File: src/rtl/fp_div_seq.sv
// Iterative IEEE-754 single-precision divider (A/B), round-to-nearest-even.
// Restoring long division on the 24-bit mantissas, one quotient bit per cycle,
// behind valid/ready handshakes. Denormal operands are flushed to signed zero.
module fp_div_seq #(
    parameter int XLEN = 32
) (
    input  logic            clk,
    input  logic            rst,
    input  logic            in_valid,
    output logic            in_ready,
    input  logic [XLEN-1:0] a,
    input  logic [XLEN-1:0] b,
    output logic            out_valid,
    input  logic            out_ready,
    output logic [XLEN-1:0] result,
    output logic            overflow,
    output logic            underflow,
    output logic            exception
);

    typedef enum logic [2:0] {
        S_IDLE,
        S_UNPACK,
        S_DIVIDE,
        S_ROUND,
        S_DONE
    } state_t;

    state_t state_q, state_d;

    logic [31:0]       a_q, b_q;
    logic              sign_q;
    logic signed [9:0] e_q;
    logic [23:0]       mb_q;
    logic [25:0]       rem_q;
    // Only the low 24 quotient bits are kept: the leading bit is always 1 and
    // shifts out on the final iteration, leaving {frac[22:0], guard}.
    logic [23:0]       q_q;
    logic [4:0]        cnt_q;

    // Operand classification
    logic [7:0]        ea, eb;
    logic [22:0]       fa, fb;
    logic              a_zero, b_zero, a_inf, b_inf, a_nan, b_nan;
    logic              is_special;
    logic              sign_ab;
    logic [23:0]       ma, mb;
    logic              ma_lt;
    logic signed [9:0] e_raw, e_init;
    logic [25:0]       rem_init;
    logic [31:0]       special_res;
    logic              special_exc;

    // Divide step
    logic              rem_ge;
    logic [25:0]       rem_sub, rem_next;

    // Rounding
    logic              guard, sticky, lsb, inc;
    logic [23:0]       frac_sum;
    logic              frac_carry;
    logic signed [9:0] e_rnd;
    logic              rnd_ovf, rnd_unf;

    // Unpack the latched operands and resolve the special-case result
    always_comb begin
        ea       = a_q[30:23];
        eb       = b_q[30:23];
        fa       = a_q[22:0];
        fb       = b_q[22:0];
        a_zero   = (ea == 8'h00);
        b_zero   = (eb == 8'h00);
        a_inf    = (ea == 8'hFF) && (fa == 23'd0);
        b_inf    = (eb == 8'hFF) && (fb == 23'd0);
        a_nan    = (ea == 8'hFF) && (fa != 23'd0);
        b_nan    = (eb == 8'hFF) && (fb != 23'd0);
        sign_ab  = a_q[31] ^ b_q[31];
        ma       = {1'b1, fa};
        mb       = {1'b1, fb};
        ma_lt    = (ma < mb);
        e_raw    = $signed({2'b00, ea}) - $signed({2'b00, eb}) + 10'sd127;
        e_init   = ma_lt ? (e_raw - 10'sd1) : e_raw;
        rem_init = ma_lt ? {1'b0, ma, 1'b0} : {2'b00, ma};

        is_special  = a_zero | b_zero | a_inf | b_inf | a_nan | b_nan;
        special_res = '0;
        special_exc = 1'b0;
        if (a_nan || b_nan || (a_zero && b_zero) || (a_inf && b_inf)) begin
            special_res = 32'h7FC0_0000;
            special_exc = 1'b1;
        end else if (a_inf) begin
            special_res = {sign_ab, 8'hFF, 23'd0};
        end else if (b_zero) begin
            special_res = {sign_ab, 8'hFF, 23'd0};
            special_exc = 1'b1;
        end else begin
            special_res = {sign_ab, 31'd0};
        end
    end

    // One restoring-division iteration and the RNE rounding of the final quotient
    always_comb begin
        rem_ge   = (rem_q >= {2'b00, mb_q});
        rem_sub  = rem_ge ? (rem_q - {2'b00, mb_q}) : rem_q;
        rem_next = rem_sub << 1;

        guard      = q_q[0];
        lsb        = q_q[1];
        sticky     = (rem_q != '0);
        inc        = guard & (sticky | lsb);
        frac_sum   = {1'b0, q_q[23:1]} + {23'd0, inc};
        frac_carry = frac_sum[23];
        e_rnd      = e_q + $signed({9'd0, frac_carry});
        rnd_ovf    = (e_rnd >= 10'sd255);
        rnd_unf    = (e_rnd <= 10'sd0);
    end

    // Next-state logic and handshake outputs
    always_comb begin
        state_d   = state_q;
        in_ready  = (state_q == S_IDLE) && !rst;
        out_valid = (state_q == S_DONE);
        case (state_q)
            S_IDLE:   if (in_valid) state_d = S_UNPACK;
            S_UNPACK: state_d = is_special ? S_DONE : S_DIVIDE;
            S_DIVIDE: if (cnt_q == 5'd24) state_d = S_ROUND;
            S_ROUND:  state_d = S_DONE;
            S_DONE:   if (out_ready) state_d = S_IDLE;
            default:  state_d = S_IDLE;
        endcase
    end

    // State register
    always_ff @(posedge clk) begin
        if (rst) state_q <= S_IDLE;
        else     state_q <= state_d;
    end

    // Operand capture, division datapath and result/flag registers
    always_ff @(posedge clk) begin
        if (rst) begin
            a_q       <= '0;
            b_q       <= '0;
            sign_q    <= 1'b0;
            e_q       <= '0;
            mb_q      <= '0;
            rem_q     <= '0;
            q_q       <= '0;
            cnt_q     <= '0;
            result    <= '0;
            overflow  <= 1'b0;
            underflow <= 1'b0;
            exception <= 1'b0;
        end else begin
            case (state_q)
                S_IDLE: begin
                    if (in_valid) begin
                        a_q       <= a[31:0];
                        b_q       <= b[31:0];
                        overflow  <= 1'b0;
                        underflow <= 1'b0;
                        exception <= 1'b0;
                    end
                end
                S_UNPACK: begin
                    sign_q <= sign_ab;
                    e_q    <= e_init;
                    mb_q   <= mb;
                    rem_q  <= rem_init;
                    q_q    <= '0;
                    cnt_q  <= '0;
                    if (is_special) begin
                        result    <= special_res;
                        exception <= special_exc;
                    end
                end
                S_DIVIDE: begin
                    rem_q <= rem_next;
                    q_q   <= {q_q[22:0], rem_ge};
                    cnt_q <= cnt_q + 5'd1;
                end
                S_ROUND: begin
                    if (rnd_ovf) begin
                        result   <= {sign_q, 8'hFF, 23'd0};
                        overflow <= 1'b1;
                    end else if (rnd_unf) begin
                        result    <= {sign_q, 31'd0};
                        underflow <= 1'b1;
                    end else begin
                        result <= {sign_q, e_rnd[7:0], frac_sum[22:0]};
                    end
                end
                default: ;
            endcase
        end
    end

endmodule

File: config.mk
export PLATFORM = sky130hd
export DESIGN_NAME = fp_div_seq
export DESIGN_NICKNAME = d
export VERILOG_FILES = /design/src/rtl/fp_div_seq.sv
export SDC_FILE = /design/constraint.sdc
export NUM_CORES = 1
export LEC_CHECK = 0
export ABC_AREA = 1
export BUFFER_PORTS_ARGS = -buffer_cell sky130_fd_sc_hd__buf_4
export CORE_ASPECT_RATIO = 0.8
export CORE_MARGIN = 2
export CORE_UTILIZATION = 45
export DETAILED_ROUTE_END_ITERATION = 8
export PLACE_DENSITY_LB_ADDON = 0.2
export SKIP_LAST_GASP = 1
export SYNTH_ARGS = -nofsm -noshare
export SYNTH_HDL_FRONTEND = slang
export SYNTH_SLANG_ARGS = --single-unit
File: constraint.sdc
create_clock -name clk -period 5.7 [get_ports clk]
set_input_delay 0.57 -clock clk [delete_from_list [all_inputs] [get_ports clk]]
set_output_delay 0.57 -clock clk [all_outputs]
set_load 0.02 [all_outputs]
==> reports/results.ini <==
[yosys]
synth_cell_type_count=46
ys_seq_area_frac=0.332
synth_nets=1878
synth-edff-count=0
ys.flop_type=dfxtp_1
yosys-top-cells-area=dfxtp_1 33%, nand2_1 12%, a21oi_1 9.2%
netlist_instances=1747
netlist.area_leader.share=0.332
ys_warn_count=0
ys_ff_latch=192
syn_area_per_cell_sq_um=6.63
synth_area_sq_mm=0.0116
synth_top_cell_by_area=dfxtp_1
async_reset_ff_frac=0

[placement]
place_congestion=0.917
portBuffers=104
dp.cells=2112
place_hpwl_microns=24100

[floorplan]
core.rowCount=52
die_w_microns=183
die_h_microns=148
ios=105
initial_core_util=0.458
core-area_sq_mm=0.0253
fp.dieArea_sq_mm=0.0271

[sta]
clock.fmax_mhz=253
clock_skew_ps=15.2
hold_ws_ps=375
period_share=0.692
drv_slew=0
tightest_slew_ps=1010
setup_viol_count_final=0
hold_violations=0
finalCriticalPeriod_ps=3950
rsz0062_at_grt=false
slew_headroom=0.323
tns_ps=0

[setup_path]
crit_top_cell=nand4_1
max_stage_delay_ps=390
worstPathCellList=inv_1 > nor3_1 > nand4_1 > nor2_1 > nand4_1 > nor2_1 > nand4_1 > nor4_1 > ha_1 > ha_1 > nand3_2 > nor2_2 > nand4_1 > xor2_1 > inv_1 > nand4_1 > nand3_2 > nor2_4 > nand2_1 > a21oi_1
r2r_end=result[1]
rr_worst_depth=20
rrSetupSlack_ps=1750
reg2reg_from=q_q[4]
critical_path.max_fanout=9
critPathKind=flop to flop
cp-end-kind=flop
start_kind=flop
crit_slowest_cell=dfxtp_1
cp.required_ps=6070
path_buf_inv=2
arrival_ps=4320
cpLargestDelayFamily=simple AND/OR/NAND/NOR gates

[clock_tree]
clk_latency_ps=450
cts_tree=built
path_clk_slew_ps=70
post_cts_buffers=0
postCtsHoldBufs=0
cts_max_path_buffers=2
h-tree-depth=4
clkSinkCount=192
cts-resized-gates=0
cts_inserted_buffers=17
cts-root-buf=clkbuf_16

[cells_and_area]
utilization=0.520
final_common_cell=nand2_1
instances_no_fill=2144
layout_common_cells=380 x nand2_1, 227 x inv_1, 212 x a21oi_1, 192 x dfxtp_1, 163 x o21ai_0
diodes=0
multi_input_area_sq_mm=0.00658
drive_gt1_frac=0.0995
register_area_sq_mm=0.00384
nFillCells=2550
nets=1938
areaGrowthSynthToFinish_pct=13.6

[global_route]
antenna_found_initial=0
track_usage=0.245
grt_max_degree=72
grt_pass1_vias=10400
gr-total-overflow=0
grt_pass1_wl_microns=53300

[min_path]
hold_end=a_q[31]
whs_path_depth=3
hold_class=input pin to flop
worstHoldStart=a[31]

[pwr]
power_density_mw_per_mm2=708
peakVddDrop_mv=0.406
leakage_nw=5.88
power_mw=9.32

[flow_run]
drv_cap=0

[routing]
drc=0
viasPerCell=5.33
drtAntennaViolNets=0
drt-total-wl_microns=32700
drt_first_pass_iters=5
wl_per_cell_microns=15.3
num_vias=11400
first_iter_violations=922

[status]
status=finished clean

metal layers:
metal  vias up  wire length [microns]  GRT usage
met5         -                      0          0
met1      5199                  17100      0.385
li1       5857                      -          -
met2       338                  13100      0.344
met4         0                    352     0.0552
met3        31                   2150     0.0419
where the power goes:
part           total (mW)  internal [mW]  switching, mW  leakage (nW)
sequential           2.02           1.74          0.283          1.57
combinational        6.01           1.91           4.10          4.00
clock                1.30          0.732          0.563         0.310
total                9.32           4.38           4.94          5.88
worst register-to-register path: stages (launching register included):
cell     delay, ps
dfxtp_1        390
inv_1          110
nor3_1         300
nand4_1        190
nor2_1         180
nand4_1        150
nor2_1         120
nand4_1        130
nor4_1         310
ha_1           290
ha_1           230
nand3_2        110
nor2_2         130
nand4_1        100
xor2_1         220
inv_1           90
nand4_1        110
nand3_2        240
nor2_4         280
nand2_1        100
a21oi_1        120
layout make-up:
type                       instances  share of cell area
clock inverter                    11              0.0115
sequential                       192               0.292
clock buffer                      21              0.0357
tap                              324              0.0308
multi-input combinational       1251               0.500
timing repair buffer             112              0.0639
inverter                         233              0.0664
flip-flops by register name, summed over array words and instances (netlist names):
register and count:
mb_q 24, result 32, e_q 10, cnt_q 5
overflow 1, a_q 32, underflow 1, rem_q 26
state_q 3, sign_q 1, exception 1, b_q 32
q_q 24
metrics by stage:
step	setup WS, ps	area, sq um
global route	1290	13200
CTS	1790	13200
global placement	2100	12500
floorplan	2570	11600
finish	1750	13200
detailed placement	1900	12500
synth_stat cells, types with 16 or more instances:
library cell    n
a21oi_1       212
clkbuf_1       58
dfxtp_1       192
ha_1           61
inv_1         228
nand2_1       381
nand3_1        82
nand4_1        46
nor2_1        148
nor3_1         16
o211ai_1       17
o21ai_0       163
xor2_1         31
worst max path at each step:
stage                 from        end  slack (ps)  depth (start not counted)
finish              q_q[4]  result[1]        1750                         20
global route        q_q[3]  result[0]        1290                         20
CTS                 q_q[4]  result[1]        1790                         20
detailed placement  q_q[4]  result[1]        1900                         20
global placement    q_q[4]  result[2]        2100                         20
floorplan           q_q[4]  result[0]        2570                         20
logic make-up (layout without fill, tap and decap cells):
family,after synthesis,count (layout),share of synthesized area
XOR/XNOR,43,43,0.0325
adder cells (fa/ha/maj),63,63,0.0693
buffers and inverters,304,377,0.102
AND/OR/NAND/NOR,725,725,0.273
AO/OA/AOI/OAI,420,420,0.192
flip-flops,192,192,0.332
No activity file was read; power rests on OpenSTA's default activity.
